<file path="src/rtl/audio_capture_channel.sv">
// Stereo audio capture channel: packs strobed {right,left} samples into a FIFO
// and drains them to memory through a single-outstanding DMA write master.
module audio_capture_channel #(
  parameter int FIFO_DEPTH = 16
) (
  input  logic               i_clock,
  input  logic               i_reset,
  input  logic               i_request,
  input  logic               i_rw,
  input  logic [3:0]         i_address,
  input  logic [31:0]        i_wdata,
  output logic [31:0]        o_rdata,
  output logic               o_ready,
  output logic               o_dma_request,
  output logic               o_dma_rw,
  output logic [31:0]        o_dma_address,
  output logic [31:0]        o_dma_wdata,
  input  logic               i_dma_ready,
  input  logic               i_input_sample_clock,
  input  logic signed [15:0] i_input_sample_left,
  input  logic signed [15:0] i_input_sample_right
);
  localparam int AW = $clog2(FIFO_DEPTH);
  localparam logic [1:0] ST_IDLE    = 2'd0;
  localparam logic [1:0] ST_ISSUE   = 2'd1;
  localparam logic [1:0] ST_RELEASE = 2'd2;

  logic [31:0]   fifo_mem [FIFO_DEPTH];
  logic [AW-1:0] rd_ptr, wr_ptr;
  logic [AW:0]   occ;
  logic          fifo_empty, fifo_full;
  logic [1:0]    state;
  logic          busy, overflow, abort_pend;
  logic [31:0]   start_addr, sample_count, captured, written, dma_addr;
  logic          serve, cpu_wr, start_cmd, abort_cmd, clear_ovf, flush;
  logic          capture_en, push, drop, launch, accept, pop, done;
  logic [31:0]   read_mux;

  assign o_dma_rw   = 1'b1;
  assign fifo_empty = (occ == '0);
  assign fifo_full  = (occ == (AW+1)'(FIFO_DEPTH));

  always_comb begin
    serve      = i_request && !o_ready;
    cpu_wr     = serve && i_rw;
    start_cmd  = cpu_wr && (i_address == 4'd1) && (i_wdata != '0) && !busy;
    abort_cmd  = cpu_wr && (i_address == 4'd2) && i_wdata[0] && busy;
    clear_ovf  = cpu_wr && (i_address == 4'd2) && i_wdata[1];
    flush      = start_cmd || abort_cmd;
    // Capture halts the moment an abort is accepted, before the flag registers.
    capture_en = i_input_sample_clock && busy && !abort_pend && !abort_cmd &&
                 (captured < sample_count);
    push       = capture_en && !fifo_full;
    drop       = capture_en && fifo_full;
    launch     = (state == ST_IDLE) && !fifo_empty && !i_dma_ready;
    accept     = (state == ST_ISSUE) && i_dma_ready;
    // After an abort flush the in-flight word lives only in o_dma_wdata.
    pop        = accept && !fifo_empty;
    done       = accept && busy && (abort_pend || (written + 32'd1 == sample_count));
    case (i_address)
      4'd0:    read_mux = start_addr;
      4'd1:    read_mux = sample_count - written;
      4'd2:    read_mux = {29'd0, fifo_empty, overflow, busy};
      default: read_mux = '0;
    endcase
  end

  always_ff @(posedge i_clock or negedge i_reset) begin
    if (!i_reset) begin
      o_ready    <= 1'b0;
      o_rdata    <= '0;
      start_addr <= '0;
    end else if (serve) begin
      o_ready <= 1'b1;
      o_rdata <= i_rw ? 32'd0 : read_mux;
      if (cpu_wr && (i_address == 4'd0) && !busy) start_addr <= i_wdata;
    end else if (o_ready && !i_request) begin
      o_ready <= 1'b0;
      o_rdata <= '0;
    end
  end

  always_ff @(posedge i_clock or negedge i_reset) begin
    if (!i_reset) begin
      busy         <= 1'b0;
      abort_pend   <= 1'b0;
      overflow     <= 1'b0;
      sample_count <= '0;
      captured     <= '0;
      written      <= '0;
      dma_addr     <= '0;
    end else begin
      if (drop)           overflow <= 1'b1;
      else if (clear_ovf) overflow <= 1'b0;
      if (start_cmd) begin
        busy         <= 1'b1;
        sample_count <= i_wdata;
        captured     <= '0;
        written      <= '0;
        dma_addr     <= start_addr;
      end else begin
        if (push) captured <= captured + 32'd1;
        if (accept) begin
          written  <= written + 32'd1;
          dma_addr <= dma_addr + 32'd4;
        end
        if (done || (abort_pend && state != ST_ISSUE)) begin
          busy       <= 1'b0;
          abort_pend <= 1'b0;
        end else if (abort_cmd) begin
          abort_pend <= 1'b1;
        end
      end
    end
  end

  always_ff @(posedge i_clock or negedge i_reset) begin
    if (!i_reset) begin
      rd_ptr <= '0;
      wr_ptr <= '0;
      occ    <= '0;
    end else if (flush) begin
      rd_ptr <= '0;
      wr_ptr <= '0;
      occ    <= '0;
    end else begin
      if (push) wr_ptr <= wr_ptr + 1'b1;
      if (pop)  rd_ptr <= rd_ptr + 1'b1;
      case ({push, pop})
        2'b10:   occ <= occ + 1'b1;
        2'b01:   occ <= occ - 1'b1;
        default: occ <= occ;
      endcase
    end
  end

  always_ff @(posedge i_clock) begin
    if (push) fifo_mem[wr_ptr] <= {i_input_sample_right, i_input_sample_left};
  end

  // DMA write master: one word outstanding, request held stable until accepted.
  always_ff @(posedge i_clock or negedge i_reset) begin
    if (!i_reset) begin
      state         <= ST_IDLE;
      o_dma_request <= 1'b0;
      o_dma_address <= '0;
      o_dma_wdata   <= '0;
    end else begin
      case (state)
        ST_IDLE: if (launch) begin
          o_dma_request <= 1'b1;
          o_dma_address <= dma_addr;
          o_dma_wdata   <= fifo_mem[rd_ptr];
          state         <= ST_ISSUE;
        end
        ST_ISSUE: if (i_dma_ready) begin
          o_dma_request <= 1'b0;
          state         <= ST_RELEASE;
        end
        ST_RELEASE: if (!i_dma_ready) state <= ST_IDLE;
        default: state <= ST_IDLE;
      endcase
    end
  end
endmodule

</file>
<file path="config.mk">
export PLATFORM = sky130hd
export DESIGN_NAME = audio_capture_channel
export DESIGN_NICKNAME = d
export VERILOG_FILES = /design/src/rtl/audio_capture_channel.sv
export SDC_FILE = /design/constraint.sdc
export NUM_CORES = 1
export LEC_CHECK = 0
export CORE_MARGIN = 8
export CORE_UTILIZATION = 60
export DETAILED_ROUTE_END_ITERATION = 12
export PLACE_DENSITY = 0.77
export SYNTH_ARGS = -nofsm -noshare
export SYNTH_HDL_FRONTEND = slang
export SYNTH_SLANG_ARGS = --single-unit
</file>
<file path="constraint.sdc">
create_clock -name i_clock -period 6.8 [get_ports i_clock]
set_input_delay 1.36 -clock i_clock [delete_from_list [all_inputs] [get_ports i_clock]]
set_output_delay 1.36 -clock i_clock [all_outputs]
set_load 0.01 [all_outputs]
</file>
==> metrics.md <==
| Metric | Value |
|---|---|
| Post-CTS setup buffers | 0 |
| Startpoint Class | input pin |
| DP Area | 0.0377 sq mm |
| IO buf count | 171 |
| CP Capture Type | flop |
| Largest net degree at the start of global routing | 133 |
| Arr. time, crit path | 5340 ps |
| DRC | 0 |
| Critical Setup Path Class | in -> reg |
| Die ar. | 0.0667 sq mm |
| Req. time, crit path | 7020 ps |
| Max-slew violation count | 0 |
| Peak VDD IR | 286 uV |
| Synth Cell Area | 0.0352 sq mm |
| Row Count | 88 |
| Final core utilization | 0.699 |
| Post-CTS sizing | 0 |
| Max_cap viols | 0 |
| Length of routed met3 wiring | 7.37 mm |
| Max transition margin | 0.198 |
| Share of cells above drive strength 1 | 0.111 |
| Starting density of the core | 0.609 |
| Final Cycle Share | 0.752 |
| EDFF count, synth | 512 |
| Met2 WL | 43.8 mm |
| Area Growth Syn to Fin | 14.8% |
| Synth cell types | 84 |
| Post-route ant nets | 0 |
| Endpoints failing hold | 0 |
| Cells after Synth | 2677 |
| Antenna fix cells | 0 |
| Worst skew pair latency | 630 ps |
| CTS tree | yes |
| GRT Total Usage | 0.273 |
| Die height | 258 um |
| Status | complete, no violations |
| Overflow after GRT | 0 |
| Clock transition at path regs | 60 ps |
| Synthesis-stage register bit count | 788 |
| Wire length on met1 | 37.2 mm |
| Routed via count | 23300 |
| Design Area, Final | 0.0404 sq mm |
| Sequential share of the synthesized area | 0.633 |
| Leakage power | 0.0150 uW |
| Syn avg cell area | 13.2 sq um |
| CP Max Fanout | 32 |
| Root buf cell | clkbuf_16 |
| CTS Buffer Depth | 3 |
| Most used DFF post-synth | edfxtp_1 |
| # fillers | 3764 |
| Routed vias/inst | 6.38 |
| H-tree Lvls | 3 |
| WL final | 92.5 mm |
| Number of nets in the layout | 2975 |
| Slew @ Worst Pin | 1200 ps |
| Clk sinks | 788 |
| Synth async-reset ratio | 0.350 |
| F_max | 0.196 GHz |
| GP Congestion | 0.959 |
| Initial antenna violation count | 3 |
| Area of the multi-input gates | 0.0122 sq mm |
| Pwr dens | 388 mW/mm^2 |
| Global-route wire length before repair | 140 mm |
| Io pins | 173 |
| Synth warn | 0 |
| Synth Net Count | 2827 |
| Top layer in use | met5 |
| WL/cell | 25.3 um |
| Min cycle time layout | 5110 ps |
| Clock Skew | 23.8 ps |
| Vias in the first global route | 23200 |
| Min Hold Slack | 489 ps |
| Die X | 258 um |
| Sequential Area | 0.0223 sq mm |
| RSZ-0062 raised after global routing | false |
| Core area | 0.0578 sq mm |
| Final setup fails | 0 |
| HP Class | reg -> reg |
| DRT iter0 DRCs | 2104 |
| CTS buffer count | 79 |
| Drt pass-1 iters | 5 |
| Final HPWL DP | 61.2 mm |
| Hold bufs inserted after CTS | 0 |
| Final TNS setup | 0 ps |
## flip-flops by register name (all words and copies together) (netlist names), 2 cells and up
name           flops
o_dma_wdata       32
dma_addr          32
captured          32
occ                5
state              2
sample_count      32
o_rdata           32
rd_ptr             4
fifo_mem         512
o_dma_address     32
wr_ptr             4
written           32
start_addr        32
## synthesized netlist by cell type (12+ instances only)
cell,n,area share
clkbuf_1,104,0.011
or4_1,14,0.0030
a22oi_1,25,0.0053
nand4_1,34,0.0060
mux2i_1,135,0.038
a21o_1,12,0.0026
nand2b_1,15,0.0027
nor2b_1,14,0.0025
nand3_1,46,0.0065
dfrtp_1,276,0.20
nor4_1,25,0.0044
or3_1,18,0.0032
xnor2_1,86,0.021
and4_1,14,0.0035
nand2_1,302,0.032
nor2_1,163,0.017
buf_1,13,0.0014
edfxtp_1,512,0.44
o21ai_0,194,0.028
mux4_2,64,0.041
o221ai_1,65,0.016
o21ai_1,12,0.0017
nor3_1,41,0.0058
xor2_1,47,0.012
mux2_2,64,0.020
o211ai_1,18,0.0038
a21oi_1,53,0.0075
and3_1,12,0.0021
inv_1,83,0.0088
ha_1,74,0.026
## where the power goes
part / switching [uW] / internal (uW)
Sequential: 670 / 5630
Clock: 1850 / 2640
Combinational: 2800 / 2070
Total: 5320 / 10300
## final timing paths
| kind | from | endpoint | slack [ps] | depth (start not counted) |
|---|---|---|---|---|
| max reg2reg | sample_count[19]$_DFFE_PN0P_ | fifo_mem[10][8]$_DFFE_PP_ | 2320 | 10 |
| max | i_request | fifo_mem[10][8]$_DFFE_PP_ | 1690 | 10 |
| min in group asynchronous | i_reset | sample_count[7]$_DFFE_PN0P_ | 710 | 1 |
| max in group asynchronous | i_reset | rd_ptr[0]$_DFFE_PN0P_ | 4510 | 2 |
| min reg2reg | o_rdata[1]$_DFFE_PN0P_ | o_rdata[1]$_DFFE_PN0P_ | 490 | 2 |
| min | o_rdata[1]$_DFFE_PN0P_ | o_rdata[1]$_DFFE_PN0P_ | 490 | 2 |
## stage by stage
stage	cells	total power, uW	worst slack (ps)
after detailed placement	3509	11200	1190
after floorplan	2677	9430	549
after global routing	3655	16400	1540
after CTS	3655	15600	1790
after global placement	3509	11000	1400
final	3655	15700	1690
## layout by cell type (no fill, tap or decap), types with 41 or more instances in the layout
cell type | netlist | final
xnor2_1 | 86 | 86
mux2i_1 | 135 | 135
clkbuf_16 | 0 | 82
xor2_1 | 47 | 47
nor2_1 | 163 | 155
inv_1 | 83 | 83
dfrtp_1 | 276 | 272
nand3_1 | 46 | 46
nor3_1 | 41 | 41
mux2_2 | 64 | 64
ha_1 | 74 | 74
edfxtp_1 | 512 | 512
o21ai_0 | 194 | 194
o221ai_1 | 65 | 65
nand2_1 | 302 | 301
a21oi_1 | 53 | 53
clkdlybuf4s50_1 | 0 | 170
mux4_2 | 64 | 64
## cells by family after synthesis
| group | Yosys count | synth area share |
|---|---|---|
| buf+inv | 216 | 0.0242 |
| mux | 263 | 0.0998 |
| other cells | 1 | 0.000107 |
| compound gates | 462 | 0.0840 |
| simple gates | 738 | 0.0986 |
| fa+ha+maj | 76 | 0.0274 |
| xor+xnor | 133 | 0.0331 |
| flops | 788 | 0.633 |
## final cells by class
type                            count  share of cell area
Inverter                           85             0.00790
Tap cell                          765              0.0237
Sequential cell                   788               0.552
Timing Repair Buffer              198              0.0481
Clock inverter                     31             0.00994
Clock buffer                      115              0.0571
Multi-Input combinational cell   1673               0.302
## per-layer routing
layer  vias up  global-route usage
li1      10300                   -
met1     11700               0.368
met2      1079               0.439
met3       206              0.0513
met4         4               0.109
met5         -                   0
## worst max-delay path, stage by stage
cell	delay, ps
clkdlybuf4s50_1	410
ha_1	240
nand2_1	100
nor3_1	130
a2111oi_0	560
o211a_1	270
o21ai_1	170
nor2_1	580
nand3b_1	460
nor2_4	1040
No activity file was read; power rests on OpenSTA's default activity.
